<file path="src/rtl/delay_ram_scheduler.sv">
// Time-multiplexes one single-port delay-line RAM per audio frame: write the new
// sample, then read a modulated tap and a fixed tap, then present both taps.
module delay_ram_scheduler #(
    parameter int ADDR_W      = 16,
    parameter int MOD_DEPTH   = 240,
    parameter int SYNC_STAGES = 2,
    parameter int RAM_LATENCY = 1
) (
    input  logic              CLOCK_50,
    input  logic              reset,
    input  logic              ADCLRCK,
    input  logic              enable,
    input  logic [15:0]       sample_in,
    input  logic [31:0]       sin,
    input  logic [ADDR_W-1:0] fixed_delay,
    output logic [ADDR_W-1:0] mem_addr,
    output logic [15:0]       mem_d,
    output logic              mem_we,
    input  logic [15:0]       mem_q,
    output logic [15:0]       tap_mod_out,
    output logic [15:0]       tap_fix_out,
    output logic              sample_valid,
    output logic              busy,
    output logic              overrun
);

    localparam logic [2:0] IDLE     = 3'd0;
    localparam logic [2:0] WRITE    = 3'd1;
    localparam logic [2:0] RD_MOD   = 3'd2;
    localparam logic [2:0] WAIT_MOD = 3'd3;
    localparam logic [2:0] RD_FIX   = 3'd4;
    localparam logic [2:0] WAIT_FIX = 3'd5;
    localparam logic [2:0] DONE     = 3'd6;

    logic [SYNC_STAGES-1:0] r_sync;
    logic                   r_prev;
    logic [2:0]             r_state;
    logic [ADDR_W-1:0]      r_wr_ptr;
    logic [ADDR_W-1:0]      r_fp;
    logic [ADDR_W-1:0]      r_dmod;
    logic [ADDR_W-1:0]      r_dfix;
    logic [15:0]            r_mod;
    logic [1:0]             r_wait;
    logic [ADDR_W-1:0]      r_mem_addr;
    logic [15:0]            r_mem_d;
    logic                   r_mem_we;
    logic [15:0]            r_tap_mod;
    logic [15:0]            r_tap_fix;
    logic                   r_valid;
    logic                   r_overrun;

    logic                   w_sync_lrck;
    logic                   w_frame_edge;
    logic [47:0]            w_prod;
    logic [47:0]            w_shift;
    logic [ADDR_W-1:0]      w_dmod_sat;
    logic                   w_wait_last;

    assign w_sync_lrck  = r_sync[SYNC_STAGES-1];
    assign w_frame_edge = w_sync_lrck & ~r_prev;

    // Full-width product so a large LFO value saturates instead of wrapping.
    assign w_prod      = 48'(MOD_DEPTH) * {16'd0, sin};
    assign w_shift     = w_prod >> 9;
    assign w_dmod_sat  = (|w_shift[47:ADDR_W]) ? {ADDR_W{1'b1}} : w_shift[ADDR_W-1:0];
    assign w_wait_last = (r_wait == 2'(RAM_LATENCY - 1));

    always_ff @(posedge CLOCK_50) begin
        if (reset) begin
            r_sync     <= '0;
            r_prev     <= 1'b0;
            r_state    <= IDLE;
            r_wr_ptr   <= '0;
            r_fp       <= '0;
            r_dmod     <= '0;
            r_dfix     <= '0;
            r_mod      <= '0;
            r_wait     <= '0;
            r_mem_addr <= '0;
            r_mem_d    <= '0;
            r_mem_we   <= 1'b0;
            r_tap_mod  <= '0;
            r_tap_fix  <= '0;
            r_valid    <= 1'b0;
            r_overrun  <= 1'b0;
        end else begin
            r_sync  <= {r_sync[SYNC_STAGES-2:0], ADCLRCK};
            r_prev  <= w_sync_lrck;
            r_valid <= 1'b0;
            if (w_frame_edge && (r_state != IDLE)) begin
                r_overrun <= 1'b1;
            end
            // Memory port registers are loaded one state early so they are stable
            // for the whole cycle of the state that owns them.
            case (r_state)
                IDLE: begin
                    if (w_frame_edge && enable) begin
                        r_fp       <= r_wr_ptr;
                        r_dmod     <= w_dmod_sat;
                        r_dfix     <= fixed_delay;
                        r_mem_addr <= r_wr_ptr;
                        r_mem_d    <= sample_in;
                        r_mem_we   <= 1'b1;
                        r_state    <= WRITE;
                    end
                end
                WRITE: begin
                    r_wr_ptr   <= r_fp + 1'b1;
                    r_mem_we   <= 1'b0;
                    r_mem_addr <= r_fp - r_dmod;
                    r_state    <= RD_MOD;
                end
                RD_MOD: begin
                    r_wait  <= '0;
                    r_state <= WAIT_MOD;
                end
                WAIT_MOD: begin
                    if (w_wait_last) begin
                        r_mod      <= mem_q;
                        r_mem_addr <= r_fp - r_dfix;
                        r_state    <= RD_FIX;
                    end else begin
                        r_wait <= r_wait + 1'b1;
                    end
                end
                RD_FIX: begin
                    r_wait  <= '0;
                    r_state <= WAIT_FIX;
                end
                WAIT_FIX: begin
                    if (w_wait_last) begin
                        r_tap_mod <= r_mod;
                        r_tap_fix <= mem_q;
                        r_valid   <= 1'b1;
                        r_state   <= DONE;
                    end else begin
                        r_wait <= r_wait + 1'b1;
                    end
                end
                DONE: begin
                    r_state <= IDLE;
                end
                default: begin
                    r_state <= IDLE;
                end
            endcase
        end
    end

    assign mem_addr     = r_mem_addr;
    assign mem_d        = r_mem_d;
    assign mem_we       = r_mem_we;
    assign tap_mod_out  = r_tap_mod;
    assign tap_fix_out  = r_tap_fix;
    assign sample_valid = r_valid;
    assign busy         = (r_state != IDLE);
    assign overrun      = r_overrun;

endmodule

</file>
<file path="config.mk">
export PLATFORM = sky130hd
export DESIGN_NAME = delay_ram_scheduler
export DESIGN_NICKNAME = d
export VERILOG_FILES = /design/src/rtl/delay_ram_scheduler.sv
export SDC_FILE = /design/constraint.sdc
export NUM_CORES = 1
export LEC_CHECK = 0
export ABC_CLOCK_PERIOD_IN_PS = 4900
export BUFFER_PORTS_ARGS = -buffer_cell sky130_fd_sc_hd__buf_2
export CAP_MARGIN = 25
export CORE_MARGIN = 5
export CORE_UTILIZATION = 40
export DETAILED_ROUTE_END_ITERATION = 8
export HOLD_SLACK_MARGIN = 0.12
export PLACE_DENSITY_LB_ADDON = 0.25
export SLEW_MARGIN = 20
export SYNTH_ARGS = -nofsm -noshare
export SYNTH_HDL_FRONTEND = slang
export SYNTH_SLANG_ARGS = --single-unit
</file>
<file path="constraint.sdc">
create_clock -name CLOCK_50 -period 4.9 [get_ports CLOCK_50]
set_clock_uncertainty 0.15 [all_clocks]
set_input_delay 0.245 -clock CLOCK_50 [delete_from_list [all_inputs] [get_ports CLOCK_50]]
set_output_delay 0.245 -clock CLOCK_50 [all_outputs]
set_load 0.1 [all_outputs]
</file>
Yosys cells after proc, flatten, opt, wreduce, memory -nomap -nowiden
Index checks and enable logic that the tools add are counted.
- memories kept: 0
- register bits after elaboration: 155
- bits in read-only memories: 0
- bits in writable memories: 0
- output and inout port bits: 68
- latch bits: 0
- bits of input ports: 84
- $add $sub $neg: 4
- bitwise operators: 3
- order comparisons: 0
- divide/modulo/power cells: 0
- shift-type cells: 0
- equality and inequality tests: 9
- multipliers: 1
- multiplexer cells: 13
- reductions and logical operators: 19
- operators with widths (kind ; number):
    $mux 16 ; 3
    $pmux 16 s3 ; 1
    $mul 4x32->36 const A ; 1
    $sub 16x16->16 ; 2
    $pmux 3 s6 ; 1
    $add 16x1->16 const B ; 1
    $reduce_or 15->1 ; 1
    $reduce_and 2->1 ; 5
    $mux 3 ; 3
    $ne 2x2->1 const B ; 4
    $eq 3x2->1 const B ; 2
    $eq 3x3->1 const B ; 2
    $reduce_and 3->1 ; 2
    $reduce_bool 3->1 ; 2
    $reduce_or 2->1 ; 3
    $pmux 2 s2 ; 1
    $reduce_bool 2->1 ; 2
    $eq 3x1->1 const B ; 1
    $logic_not 3->1 ; 1
    $add 2x1->2 const B ; 1
    $logic_and 1x1->1 ; 2
    $logic_not 2->1 ; 1
    $mux 1 ; 2
    $mux 2 ; 1
    other kinds (3) ; 4

Depth between registers and ports, before layout
- depth in word-level cells: 5
- gate-level depth with buffers: 16
- mapped depth without buffers: 14

Worst setup path before layout
OpenSTA, ideal clock, no wires.
- path type: input-to-reg
- start: in sin[7]
- end: reg r_dmod[11]
- library setup time: 115 ps
- buffers on the path: 1
- path slack: 655 ps
- stages on the path: 15
- arrival: 3981 ps
- path through: inv_1 > fa_1 > fa_1 > inv_1 > ha_1 > a21o_1 > or3_4 > o2111a_2 > or2_4 > a21o_1 > and4b_1 > nor4_1 > nand4_2 > buf_6 > o21a_1
- longest elaborated chain between the ends: 3
- ends and longest elaborated chain (item ; RTL line ; source):
    start, declared ; 14 ; input logic [31:0] sin,
    $mul 4x32->36 (*) ; 63 ; assign w_prod = 48'(MOD_DEPTH) * {16'd0, sin};
    $reduce_or 15->1 ; 65 ; assign w_dmod_sat = (|w_shift[47:ADDR_W]) ? {ADDR_W{1'b1}} : w_shift[ADDR_W-1:0];
    $mux 16 (*) ; 65 ;
    end signal, assigned ; 99 ; r_dmod <= w_dmod_sat;
    end, declared ; 40 ; logic [ADDR_W-1:0] r_dmod;
Every way passes the cells marked *; elsewhere a longest branch is shown, timed or not.
A chain may end at the register's enable or synchronous reset.

Final worst setup path
- start: in sin[17]
- end: reg r_dmod[6]
- longest elaborated chain between the ends: 3
- ends and longest elaborated chain (item ; RTL line):
    $mul 4x32->36 ; 63
    $reduce_or 15->1 ; 65
    $mux 16 ; 65
Every way passes these cells.

==> flow_metrics.tcl <==
set metrics [dict create \
    io_pins 152 \
    synth_top_area_cell "dfxtp_1" \
    fin_cells 1766 \
    finalSetupViolCount 0 \
    p_sw_frac 0.3781 \
    crit_fanout 16 \
    synthCells 1262 \
    ctsHtreeMaxLevel 4 \
    hold_path_depth 2 \
    clockBufferDepth 2 \
    p_switching_mw 1.607 \
    track_usage 0.1809 \
    start_kind "input port" \
    dieArea_um2 28600 \
    nNetsFinal 1624 \
    dp_cells 1684 \
    die_x_um 169.1 \
    grt_overflow 0 \
    worst_pin_slew_ns 0.9511 \
    routed_wl_um 26170 \
    port_buffers 151 \
    core_area_um2 25040 \
    async_reset_ff_frac 0 \
    wl_met3_um 1189 \
    die_y_um 169.1 \
    cp-end-kind "flop" \
    gp_congestion 0.9081 \
    yosys_most_used_dff "dfxtp_1" \
    via_count 9113 \
    syn_area_per_cell_um2 8.025 \
    finalCritPeriodShare 0.8487 \
    ys_ff_latch 155 \
    ant_nets 0 \
    synthTopCellsByArea "dfxtp_1, fa_1, nand2_1" \
    root_buffer "clkbuf_16" \
    clkPwrFrac 0.304 \
    drt_first_pass_iters 7 \
    status "complete, no violations" \
    crit_slowest_cell "fa_1" \
    ys.warnings.count 0 \
    post_dp_cell_area_um2 11100 \
    viasPerCell 5.160 \
    grt_pass1_vias 8637 \
    synth_edf_count 0 \
    drtIter0Drc 558 \
    fin_util 0.4873 \
    p_leak_nw 5.168 \
    tns_ns 0 \
    p_total_mw 4.251 \
    clk_pin_slew_ns 0.06 \
    drv_slew 0 \
    synth_area_um2 10130 \
    path_class "in2reg" \
    min_period_ns 4.158 \
    rows 58 \
    netlist_top_cells_count "nand2_1, dfxtp_1, a21oi_1" \
    p_int_mw 2.644 \
    cts.repair.resized 0 \
    final_area_um2 12200 \
    drc 0 \
    grt_pass1_wl_um 42720 \
    hold_violations 0 \
    wire_per_inst_um 14.82 \
    synth_top_cell_area_share 0.3064 \
    syn-num-nets 1463 \
    rsz0062_at_grt "false" \
    n_antenna_cell 0 \
    reg2regPathDepth 15 \
    drive_gt1_frac 0.1504 \
    p_comb_frac 0.391 \
    slew_headroom 0.3659 \
    cp_num_cells 16 \
    grt_antenna_before_repair 0 \
    dp_hpwl_um 19310 \
    path_buf_inv 4 \
    dr_wl_met2_um 12440 \
    crit_arrival_ns 4.33 \
    insertion_delay_ns 0.43 \
    crit_family "simple AND/OR/NAND/NOR gates" \
    cts_tree "yes" \
    routed.top_layer "met4" \
    fill_cells 2479 \
    cts.sink_count 155 \
    initial_core_util 0.4045 \
    grt_max_degree 79 \
    synthMostInstantiatedCell "nand2_1" \
    drt-met1-wl_um 11990 \
    hp-class "in2reg" \
    power_density_nw_per_um2 348.5 \
    cap_violations 0 \
    syn_to_final_growth_pct 20.46 \
    required_ns 5.07 \
    power_frac_seq 0.305 \
    ir_drop_mv 0.2693 \
    yosysSeqAreaShare 0.3064 \
    slowest_delay_ns 0.51 \
    cts-buffers-inserted 17 \
    synth_cell_types 66 \
    max_freq_ghz 0.2405 \
    crit_chain "buf_2, inv_1, fa_1, fa_1, inv_1, ha_1, nand3_1, or3_1, nor3_2, nor2b_1, a2111oi_0, nand4_1, nor4_1, nand4_2, buf_4, o21a_1" \
]
[power by group through the flow]
stage / clock (mW) / combinational, mW / sequential [mW]
6_report: 1.29 / 1.66 / 1.30
5_1_grt: 1.38 / 1.85 / 1.30
4_1_cts: 1.32 / 1.67 / 1.30
3_5_place_dp: 0 / 1.63 / 1.32
3_3_place_gp: 0 / 1.63 / 1.32
2_1_floorplan: 0 / 1.16 / 1.40
[per-stage QoR]
step / setup slack [ns] / hold slack [ns]
floorplan: 0.6546 / 0.2232
global placement: 0.4312 / 0.2710
detailed placement: 0.3009 / 0.2883
CTS: 0.7269 / 0.1859
global route: 0.4335 / 0.2224
finish: 0.7416 / 0.1923
[final timing paths]
kind,from,slack (ns),endpoint
max reg2reg,r_state[0],0.78,mem_addr[14]
min,reset,0.19,overrun
min reg2reg,r_sync[0],0.30,r_sync[1]
max,sin[17],0.74,r_dmod[6]
[metal layers]
| layer | up-vias | GRT usage |
|---|---|---|
| li1 | 4572 | - |
| met1 | 4276 | 0.2452 |
| met2 | 229 | 0.3033 |
| met3 | 36 | 0.02032 |
| met4 | 0 | 0.05950 |
| met5 | - | 0 |
[state kept, by name, summed over array words and instances, names as in the netlist]
| signal | flops |
|---|---|
| mem_we | 1 |
| tap_fix_out | 16 |
| overrun | 1 |
| r_dmod | 16 |
| r_fp | 16 |
| sample_valid | 1 |
| tap_mod_out | 16 |
| r_sync | 2 |
| mem_d | 16 |
| r_mod | 16 |
| r_prev | 1 |
| r_state | 3 |
| r_wait | 2 |
| r_dfix | 16 |
| r_wr_ptr | 16 |
| mem_addr | 16 |
[layout by cell type, fill, tap and decap left out, types with 26 or more instances in the layout]
cell and n:
dfxtp_1 155, fa_1 61, ha_1 56, nand2_1 269, dlygate4sd3_1 49, inv_1 80
a21oi_1 142, o21ai_0 49, xnor2_1 31, buf_2 150, nor2_1 92, o21a_1 26
[logic make-up after synthesis]
| kind of cell | count (synthesis) | share of synthesized area |
|---|---|---|
| AOI/OAI and AO/OA | 307 | 0.1848 |
| DFF | 155 | 0.3064 |
| and+or+nand+nor | 467 | 0.2003 |
| xor gates and xnor gates | 47 | 0.04065 |
| muxes | 21 | 0.02100 |
| buffers and inverters | 148 | 0.05708 |
| adders and majority gates | 117 | 0.1898 |
[layout make-up]
class	count	area (um2)	area share
timing repair buffer	210	1344	0.1102
clock inverter	15	151.4	0.01241
multi-input combinational	959	6462	0.5297
tap	330	412.9	0.03385
clock buffer	17	425.4	0.03487
sequential	155	3103	0.2544
inverter	80	300.3	0.02462
[timing repair]
action,in CTS,in global routing
hold buffers,49,0
endpoints found under the hold margin,65,0
buffers inserted,0,0
(Power assumes the default switching activity.)
